**src/rtl/systemizer_host.sv**
```systemverilog
// Host-side sequencer for the systemizer: streams a matrix into its memory,
// starts it, waits for done and streams the systemized matrix back out.
//
// state  | meaning
// IDLE   | ready for the first word of a new job
// LOAD   | writing incoming words to sequential memory addresses
// START  | one-cycle start pulse to the systemizer
// WAIT   | waiting for the systemizer done pulse
// UNLOAD | reading memory back through a two-entry skid buffer
// FIN    | one-cycle job_done pulse with pass/fail status
module systemizer_host #(
  parameter int N = 4,
  parameter int M = 3,
  parameter int L = 16,
  parameter int K = 24,
  localparam int EW = $clog2(M),
  localparam int W = N * EW,
  localparam int DEPTH = L * K / N,
  localparam int AW = $clog2(DEPTH)
) (
  input  logic          clk,
  input  logic          rst,
  input  logic          in_valid,
  output logic          in_ready,
  input  logic [W-1:0]  in_data,
  output logic          out_valid,
  input  logic          out_ready,
  output logic [W-1:0]  out_data,
  output logic          out_last,
  output logic          job_done,
  output logic          job_fail,
  output logic          busy,
  output logic          sys_start,
  input  logic          sys_done,
  input  logic          sys_fail,
  output logic          sys_wr_en,
  output logic [AW-1:0] sys_wr_addr,
  output logic [W-1:0]  sys_data_in,
  output logic          sys_rd_en,
  output logic [AW-1:0] sys_rd_addr,
  input  logic [W-1:0]  sys_data_out
);

  localparam logic [AW-1:0] LAST = AW'(DEPTH - 1);

  typedef enum logic [2:0] {S_IDLE, S_LOAD, S_START, S_WAIT, S_UNLOAD, S_FIN} state_e;

  state_e        state_q, state_d;
  logic          armed_q;
  logic [AW-1:0] wr_cnt_q, wr_cnt_d;
  logic [AW-1:0] rd_cnt_q, rd_cnt_d;
  logic [AW-1:0] out_cnt_q, out_cnt_d;
  logic          rd_fin_q, rd_fin_d;
  logic          infl_q, infl_d;
  logic          fail_q, fail_d;
  logic [1:0]    buf_cnt_q, buf_cnt_d;
  logic [W-1:0]  buf0_q, buf0_d, buf1_q, buf1_d;
  logic          in_fire, pop;
  logic [1:0]    occ;

  // armed_q keeps in_ready low while reset is applied and for the first edge after
  assign in_ready    = armed_q && (state_q == S_IDLE || state_q == S_LOAD);
  assign in_fire     = in_valid && in_ready;
  assign out_valid   = (buf_cnt_q != 2'd0);
  assign out_data    = buf0_q;
  assign out_last    = out_valid && (out_cnt_q == LAST);
  assign pop         = out_valid && out_ready;
  assign busy        = (state_q != S_IDLE);
  assign job_fail    = fail_q;
  assign sys_wr_addr = wr_cnt_q;
  assign sys_data_in = in_data;
  assign sys_rd_addr = rd_cnt_q;
  assign occ         = buf_cnt_q + {1'b0, infl_q} - {1'b0, pop};

  always_comb begin
    state_d   = state_q;
    wr_cnt_d  = wr_cnt_q;
    rd_cnt_d  = rd_cnt_q;
    out_cnt_d = out_cnt_q;
    rd_fin_d  = rd_fin_q;
    fail_d    = fail_q;
    sys_wr_en = 1'b0;
    sys_start = 1'b0;
    sys_rd_en = 1'b0;
    job_done  = 1'b0;
    case (state_q)
      S_IDLE, S_LOAD: begin
        if (in_fire) begin
          sys_wr_en = 1'b1;
          fail_d    = 1'b0;
          if (wr_cnt_q == LAST) begin
            wr_cnt_d = '0;
            state_d  = S_START;
          end else begin
            wr_cnt_d = wr_cnt_q + 1'b1;
            state_d  = S_LOAD;
          end
        end
      end
      S_START: begin
        sys_start = 1'b1;
        state_d   = S_WAIT;
      end
      S_WAIT: begin
        if (sys_done) begin
          if (sys_fail) begin
            fail_d  = 1'b1;
            state_d = S_FIN;
          end else begin
            state_d = S_UNLOAD;
          end
        end
      end
      S_UNLOAD: begin
        // credit counts buffered words plus the read in flight, after this cycle's pop
        if (!rd_fin_q && occ < 2'd2) begin
          sys_rd_en = 1'b1;
          if (rd_cnt_q == LAST) rd_fin_d = 1'b1;
          else                  rd_cnt_d = rd_cnt_q + 1'b1;
        end
        if (pop) begin
          if (out_cnt_q == LAST) state_d   = S_FIN;
          else                   out_cnt_d = out_cnt_q + 1'b1;
        end
      end
      S_FIN: begin
        job_done  = 1'b1;
        state_d   = S_IDLE;
        rd_cnt_d  = '0;
        rd_fin_d  = 1'b0;
        out_cnt_d = '0;
      end
      default: state_d = S_IDLE;
    endcase
  end

  always_comb begin
    infl_d    = sys_rd_en;
    buf0_d    = buf0_q;
    buf1_d    = buf1_q;
    buf_cnt_d = buf_cnt_q;
    case ({pop, infl_q})
      2'b01: begin
        if (buf_cnt_q == 2'd0) buf0_d = sys_data_out;
        else                   buf1_d = sys_data_out;
        buf_cnt_d = buf_cnt_q + 2'd1;
      end
      2'b10: begin
        buf0_d    = buf1_q;
        buf_cnt_d = buf_cnt_q - 2'd1;
      end
      2'b11: begin
        if (buf_cnt_q == 2'd1) begin
          buf0_d = sys_data_out;
        end else begin
          buf0_d = buf1_q;
          buf1_d = sys_data_out;
        end
      end
      default: ;
    endcase
  end

  always_ff @(posedge clk or negedge rst) begin
    if (!rst) begin
      state_q   <= S_IDLE;
      armed_q   <= 1'b0;
      wr_cnt_q  <= '0;
      rd_cnt_q  <= '0;
      out_cnt_q <= '0;
      rd_fin_q  <= 1'b0;
      infl_q    <= 1'b0;
      fail_q    <= 1'b0;
      buf_cnt_q <= 2'd0;
      buf0_q    <= '0;
      buf1_q    <= '0;
    end else begin
      state_q   <= state_d;
      armed_q   <= 1'b1;
      wr_cnt_q  <= wr_cnt_d;
      rd_cnt_q  <= rd_cnt_d;
      out_cnt_q <= out_cnt_d;
      rd_fin_q  <= rd_fin_d;
      infl_q    <= infl_d;
      fail_q    <= fail_d;
      buf_cnt_q <= buf_cnt_d;
      buf0_q    <= buf0_d;
      buf1_q    <= buf1_d;
    end
  end

endmodule

```
**config.mk**
```make
export PLATFORM = sky130hd
export DESIGN_NAME = systemizer_host
export DESIGN_NICKNAME = d
export VERILOG_FILES = /design/src/rtl/systemizer_host.sv
export SDC_FILE = /design/constraint.sdc
export NUM_CORES = 1
export LEC_CHECK = 0
export CAP_MARGIN = 20
export CORE_AREA = 5 5 73 75
export CTS_BUF_LIST = sky130_fd_sc_hd__clkbuf_4
export CTS_CLUSTER_DIAMETER = 200
export DETAILED_ROUTE_END_ITERATION = 8
export DIE_AREA = 0 0 78 80
export GPL_ROUTABILITY_DRIVEN = 0
export GPL_TIMING_DRIVEN = 0
export PLACE_DENSITY = 0.9
export SYNTH_ARGS = -nofsm -noshare
export SYNTH_HDL_FRONTEND = slang
export SYNTH_SLANG_ARGS = --single-unit
```
**constraint.sdc**
```tcl
create_clock -name clk -period 8.05 [get_ports clk]
set_clock_uncertainty 0.2 [all_clocks]
set_input_delay 1.61 -clock clk [delete_from_list [all_inputs] [get_ports clk]]
set_output_delay 1.61 -clock clk [all_outputs]
set_load 0.01 [all_outputs]
```
Yosys cells after proc, flatten, opt, wreduce, memory -nomap -nowiden
Cells that the tools add are included.

word-level totals
  flip-flop bits (word level) = 46
  bits of input ports = 22
  output and inout bits = 39
  word-level logic and storage cells = 102

operators by class
  add/sub/neg operators = 7
  order comparisons = 1
  equality and inequality tests = 24
  muxes and demuxes = 34
  reductions and logical operators = 25

operator list
  cell                   count
  $mux W7                5
  $mux W8                4
  $pmux W7 S2            2
  $ne A2 B2 Y1 const B   12
  $pmux W8 S3            1
  $add A7 B1 Y7 const B  3
  $eq A7 B7 Y1 const B   3
  $pmux W8 S2            1
  $mux W1                12
  $mux W3                4
  $pmux W3 S4            1
  $reduce_and A3 Y1      4
  $reduce_bool A2 Y1     5
  $reduce_and A4 Y1      2
  $eq A3 B2 Y1 const B   2
  $eq A3 B3 Y1 const B   2
  $reduce_bool A3 Y1     2
  $logic_and A1 B1 Y1    5
  $eq A2 B1 Y1 const B   2
  $eq A2 B2 Y1 const B   2
  $pmux W1 S2            2
  $pmux W2 S2            1
  $reduce_and A2 Y1      2
  $eq A3 B1 Y1 const B   1
  other kinds (11)       11

Depth between registers and ports, before layout
Gate-level depths: netlist of the first run.

  depth in word-level cells = 7
  depth in mapped cells = 9
  mapped depth without buffers = 8

Worst setup path before layout of the first run
Ideal clock, no wire load.

  path kind = input to output
  start point = input out_ready
  end point = output sys_rd_en
  data arrival time = 2.841 ns
  data required time = 6.240 ns
  slack = 3.399 ns
  stages on the path = 5
  path buffers = 0
  cell sequence = or2b_4 inv_2 mux2i_4 mux2i_1 nor3_1

between the ends
  longest elaborated chain between the ends = 6

RTL lines
  what                 RTL line  text
  start, declared      27        input logic out_ready,
  $logic_and A1 B1 Y1  67        assign pop = out_valid && out_ready;
  $sub A2 B1 Y2        73        assign occ = buf_cnt_q + {1'b0, infl_q} - {1'b0, pop};
  $lt A2 B2 Y1         116       if (!rd_fin_q && occ < 2'd2) begin
  $logic_and A1 B1 Y1  116
  $mux W1              116
  $mux W1              86        case (state_q)
  end, declared        39        output logic sys_rd_en,

No other way between the ends.

Final worst setup path of the first run
Same ends and word-level chain as after synthesis.

==> results.py, run 1 <==
metrics = {
    "sta": {
        "period_minus_slack_ns": 5.903,
        "rsz0062_at_grt": "false",
        "slew_headroom_pct": 36.46,
        "max_freq_ghz": 0.1694,
        "worst_slew_pin_slew_ns": 0.9444,
        "holdWs_ns": 0.2999,
        "final_max_slew_viol_count": 0,
        "fin_crit_sh_pct": 73.33,
        "setup_tns_ns": 0,
        "setup_viol": 0,
        "finalHoldViolCount": 0,
    },
    "min_path": {
        "whs_endpoint": "out_data[5]$_DFFE_PN0P_",
        "hold_path.class": "reg2reg",
        "hold_depth": 2,
        "hold_start": "out_data[5]$_DFFE_PN0P_",
    },
    "pwr": {
        "power_uw": 936.2,
        "p_comb_share_pct": 47.3,
        "ir_drop_uv": 182.9,
        "p_int_uw": 577.4,
        "p_sw_share_pct": 38.33,
        "p_seq_share_pct": 40.8,
        "p_leak_uw": 0.001322,
        "power_frac_clock_pct": 11.9,
        "p_switching_uw": 358.9,
        "power_density_mw_per_mm2": 308.4,
    },
    "placed_design": {
        "place_hpwl_um": 3863,
        "dp_cells": 350,
        "place_area_mm2": 0.002977,
        "numPortBuffers": 52,
    },
    "setup_path": {
        "critPathMaxFanout": 9,
        "worstPathArrival_ns": 4.09,
        "reg2reg_from": "buf_cnt_q[0]$_DFFE_PN0P_",
        "crit_required_ns": 6.24,
        "startpoint_type": "input port",
        "path_class": "in2out",
        "r2r_slack_ns": 5.12,
        "reg2reg_depth": 9,
        "endpoint_kind": "primary output",
        "timing.rr.end": "sys_rd_addr[3]$_DFFE_PN0P_",
    },
    "die": {
        "die_w_um": 78,
        "die-area_mm2": 0.006240,
        "start_util_pct": 51.62,
        "die_h_um": 80,
        "coreArea_mm2": 0.004598,
        "ios": 61,
        "num_rows": 25,
    },
    "finish": {
        "syn_to_final_growth_pct": 27.89,
        "final_common_cell": "clkdlybuf4s50_1",
        "n_antenna_cell": 0,
        "mostFrequentLayoutCells": "clkdlybuf4s50_1, dfrtp_1, nand2_1, o21ai_0, nor2_1",
        "finalNonFillerCells": 358,
        "fin_nets": 332,
        "drive_gt1_share_pct": 11.18,
        "final_cell_area_mm2": 0.003035,
        "fillCellCount": 373,
    },
    "global_routing": {
        "grt_usage_pct": 17.62,
        "antenna_found_initial": 0,
        "grt.overflow.total": 0,
        "grt_pass1_vias": 2036,
        "grt_pass1_wl_um": 8990,
        "grt_start_max_net_pins": 31,
    },
    "detailed_routing": {
        "dr.pass1.iters": 4,
        "drc": 0,
        "drtIter0Drc": 81,
        "viasPerCell": 5.455,
        "final_antenna_net_count": 0,
        "wire_per_inst_um": 14.22,
        "totalWireLength_um": 5092,
        "vias": 1953,
    },
    "clock_network": {
        "ctsResizeCount": 0,
        "cts.clk_slew.worst_paths_ns": 0.12,
        "cts_buffer_depth": 2,
        "post_cts_buffers": 0,
        "cts.sinks": 46,
        "clk_root_buffer_cell": "clkbuf_4",
        "cts_buffers": 5,
        "htree_num_levels": 2,
        "insertion_delay_ns": 0.36,
        "ctsHoldBuffers": 0,
        "cts_tree": "done",
    },
    "outcome": {
        "status": "finished clean",
    },
    "yosys": {
        "synth_area_mm2": 0.002374,
        "synth-edff-count": 0,
        "yosysTopAreaCell": "dfrtp_1",
        "syn_avg_cell_area_um2": 9.768,
        "synth_top_area_share_pct": 48.50,
        "syn_inst": 243,
        "yosys_warnings": 0,
        "synth.area.top_cells": "dfrtp_1, nand2_1, mux2_2",
        "synth_ff_type": "dfrtp_1",
        "synth_fp_nets": 272,
        "synth_seq_cells": 46,
        "postSynth.asyncResetShare_pct": 100.0,
        "seq_area_frac_synth_pct": 48.50,
        "synth_cell_types": 47,
    },
    "job": {
        "drv_cap": 0,
    },
}
[flip-flops by register name, summed over array words and instances (netlist names)]
name         cells
buf1_q           8
out_cnt_q        7
sys_rd_addr      7
sys_wr_addr      7
infl_q           1
rd_fin_q         1
armed_q          1
job_fail         1
buf_cnt_q        2
out_data         8
state_q          3
[final cells by class]
cell class	instances	area (um2)	share of cell area [%]
repair buffers	53	535.5	17.64
inverters	14	52.55	1.731
flip-flops and latches	46	1151	37.92
clock inverters	2	13.76	0.4534
clock buffers	6	45.04	1.484
multi-input cells	168	1082	35.66
plain buffers	15	87.58	2.885
well taps	54	67.56	2.226
[synthesized netlist by cell type (3+ instances only)]
cell / n
xnor2_1: 5
o32ai_1: 3
ha_1: 7
nor3_1: 5
a22oi_1: 8
nor2_1: 16
or3_1: 4
inv_1: 12
a21oi_1: 8
nand3_1: 8
mux2_2: 8
clkbuf_1: 6
o21ai_0: 17
dfrtp_1: 46
nand2_1: 34
buf_4: 8
nand4_1: 5
nor4_1: 3
xor2_1: 5
[critical path, cell delays in order]
cell and delay [ns]:
clkdlybuf4s50_1 0.49, or2b_4 0.31, inv_2 0.12, mux2i_4 0.27, mux2i_1 0.62, nor3_1 0.15, clkdlybuf4s50_1 0.52
[kinds of logic (layout without fill, tap and decap cells)]
| family | count (synthesis) | count (layout) | synth area share (%) |
|---|---|---|---|
| compound gates | 49 | 49 | 13.97 |
| xor+xnor | 10 | 10 | 3.690 |
| fa+ha+maj | 7 | 7 | 3.690 |
| buf+inv | 29 | 90 | 5.903 |
| flops | 46 | 46 | 48.50 |
| mux | 11 | 11 | 5.588 |
| other cells | 1 | 1 | 0.1580 |
| simple gates | 90 | 90 | 18.50 |
[power groups by stage]
stage	registers, uW	logic (uW)	clock network, uW
3_3_place_gp	381	426	0
3_5_place_dp	386	445	0
6_report	382	443	111
2_1_floorplan	391	272	0
4_1_cts	382	446	115
5_1_grt	397	494	125
[stage by stage]
stage	worst slack [ns]	utilization (%)
6_report	2.147	66.01
5_1_grt	2.052	66.01
4_1_cts	2.168	66.01
3_5_place_dp	2.183	64.73
3_3_place_gp	2.214	64.41
2_1_floorplan	3.399	-
[worst max path at each step]
| stage | from | end | slack, ns | cells after the start |
|---|---|---|---|---|
| 2_1_floorplan | out_ready | sys_rd_en | 3.40 | 5 |
| 3_3_place_gp | out_ready | sys_rd_en | 2.21 | 7 |
| 3_5_place_dp | out_ready | sys_rd_en | 2.18 | 7 |
| 4_1_cts | out_ready | sys_rd_en | 2.17 | 7 |
| 5_1_grt | out_ready | sys_rd_en | 2.05 | 7 |
| 6_report | out_ready | sys_rd_en | 2.15 | 7 |
[routing by layer]
| layer | track usage, % | share of wire, % |
|---|---|---|
| met5 | 0 | 0 |
| met1 | 20.94 | 43 |
| met2 | 30.88 | 50 |
| met3 | 3.950 | 5.4 |
| met4 | 6.757 | 1.5 |
Note: power is estimated with default switching activity, not from simulation.
==> run 2, diff against run 1 <==
Settings changed: CORE_AREA 5 5 73 75 to 5 5 78 80, DIE_AREA 0 0 78 80 to 0 0 83 85, PLACE_DENSITY 0.9 to 0.84.
Clock period 8.05 ns to 5.2 ns, I/O delays scaled along.
==> results.py, run 2 (synthesis results as in run 1) <==
metrics = {
    "finish": {
        "final_util_pct": 57.29,
        "fin_nets": 332,
        "multiInputGateArea_mm2": 0.001082,
        "fillCellCount": 505,
        "syn_to_final_growth_pct": 28.83,
        "final_cell_area_mm2": 0.003058,
        "n_antenna_cell": 0,
        "drive_gt1_share_pct": 11.18,
        "final_common_cell": "clkdlybuf4s50_1",
        "seq_area_mm2": 0.001151,
        "mostFrequentLayoutCells": "clkdlybuf4s50_1, dfrtp_1, nand2_1, o21ai_0, nor2_1",
    },
    "sta": {
        "period_minus_slack_ns": 4.756,
        "setup_tns_ns": 0,
        "rsz0062_at_grt": "false",
        "finalHoldViolCount": 0,
        "slew_headroom_pct": 38.94,
        "final_max_slew_viol_count": 0,
        "worst_slew_pin_slew_ns": 0.9075,
        "fin_crit_sh_pct": 91.47,
        "max_freq_ghz": 0.2102,
        "setup_viol": 0,
    },
    "setup_path": {
        "timing.rr.end": "sys_rd_addr[3]$_DFFE_PN0P_",
        "endpoint_kind": "primary output",
        "r2r_slack_ns": 2.29,
        "reg2reg_depth": 9,
        "crit_path_start": "out_ready",
        "startpoint_type": "input port",
        "crit_required_ns": 3.96,
        "critPathMaxFanout": 9,
        "worstPathArrival_ns": 3.52,
        "path_class": "in2out",
        "crit_end": "sys_rd_en",
        "reg2reg_from": "buf_cnt_q[0]$_DFFE_PN0P_",
    },
    "die": {
        "ios": 61,
        "die-area_mm2": 0.007055,
        "coreArea_mm2": 0.005338,
        "num_rows": 27,
        "die_w_um": 83,
        "die_h_um": 85,
        "start_util_pct": 44.47,
    },
    "detailed_routing": {
        "wire_per_inst_um": 13.29,
        "vias": 1988,
        "viasPerCell": 5.287,
        "drtIter0Drc": 113,
        "dr.pass1.iters": 4,
        "totalWireLength_um": 4996,
        "final_antenna_net_count": 0,
        "drc": 0,
    },
    "pwr": {
        "p_leak_uw": 0.001322,
        "power_density_mw_per_mm2": 474.2,
        "ir_drop_uv": 267.2,
    },
    "clock_network": {
        "cts_buffers": 5,
        "ctsHoldBuffers": 0,
        "clk_root_buffer_cell": "clkbuf_4",
        "htree_num_levels": 2,
        "post_cts_buffers": 0,
        "cts_tree": "done",
        "cts_buffer_depth": 2,
        "ctsResizeCount": 0,
        "insertion_delay_ns": 0.36,
        "cts.clk_slew.worst_paths_ns": 0.13,
        "cts.sinks": 46,
    },
    "min_path": {
        "hold_path.class": "in2async",
    },
    "global_routing": {
        "grt_start_max_net_pins": 41,
        "grt_pass1_vias": 1854,
        "grt_pass1_wl_um": 8638,
        "antenna_found_initial": 0,
        "grt_usage_pct": 14.67,
        "grt.overflow.total": 0,
    },
    "outcome": {
        "status": "finished clean",
    },
    "placed_design": {
        "place_hpwl_um": 3728,
        "place_area_mm2": 0.002999,
        "numPortBuffers": 52,
    },
    "job": {
        "drv_cap": 0,
    },
}
-- run 2: cell counts in the layout (fill, tap and decap cells not counted) --
No cell type changed its count.
-- run 2: cell type report --
| cell class | count | area share [%] |
|---|---|---|
| sequential | 46 | 37.64 |
| buffer | 15 | 2.864 |
| inverter | 14 | 1.718 |
| multi-input combinational | 168 | 35.39 |
| clock buffer | 6 | 1.473 |
| clock inverter | 2 | 0.4501 |
| timing repair buffer | 53 | 17.51 |
| tap | 72 | 2.946 |
-- run 2: where the power goes --
| part | switching (uW) | internal, uW | leakage, uW |
|---|---|---|---|
| Clock | 114 | 58.5 | 0.0000356 |
| Sequential | 106 | 487 | 0.000572 |
| Combinational | 336 | 348 | 0.000715 |
| Total | 556 | 894 | 0.00132 |
-- run 2: metal layers --
layer,global-route usage (%),share of wire (%)
met5,0,0
met2,23.76,48
met1,19.36,45
met4,4.755,1.6
met3,3.592,5.5
-- run 2: stage by stage --
stage	worst slack (ns)	total power (uW)	hold WS (ns)	instances
finish	0.4436	1450	0.2899	376
global route	0.2677	1574	0.2783	376
CTS	0.4484	1466	0.2805	376
detailed placement	0.4747	1291	0.2717	368
global placement	0.4880	1260	0.2611	367
floorplan	1.689	1027	0.2709	243
-- run 2: worst min-delay path by stage --
stage,from,end,cells past startpoint
finish,rst,out_data[6]$_DFFE_PN0P_,1
global route,rst,out_data[6]$_DFFE_PN0P_,1
CTS,rst,out_data[6]$_DFFE_PN0P_,1
detailed placement,out_data[4]$_DFFE_PN0P_,out_data[4]$_DFFE_PN0P_,2
global placement,out_data[1]$_DFFE_PN0P_,out_data[1]$_DFFE_PN0P_,2
floorplan,buf_cnt_q[1]$_DFFE_PN0P_,buf_cnt_q[1]$_DFFE_PN0P_,2
-- run 2: critical path, cell delays in order --
cell	delay [ns]
clkdlybuf4s50_1	0.50
or2b_4	0.31
inv_2	0.11
mux2i_4	0.26
mux2i_1	0.62
nor3_1	0.16
clkdlybuf4s50_1	0.52
==> run 3, diff against run 2 <==
Settings changed: SKIP_CTS_REPAIR_TIMING set to 1.
==> results of run 3 <==
No change in the layout: final DEF, timing and power equal those of run 2.
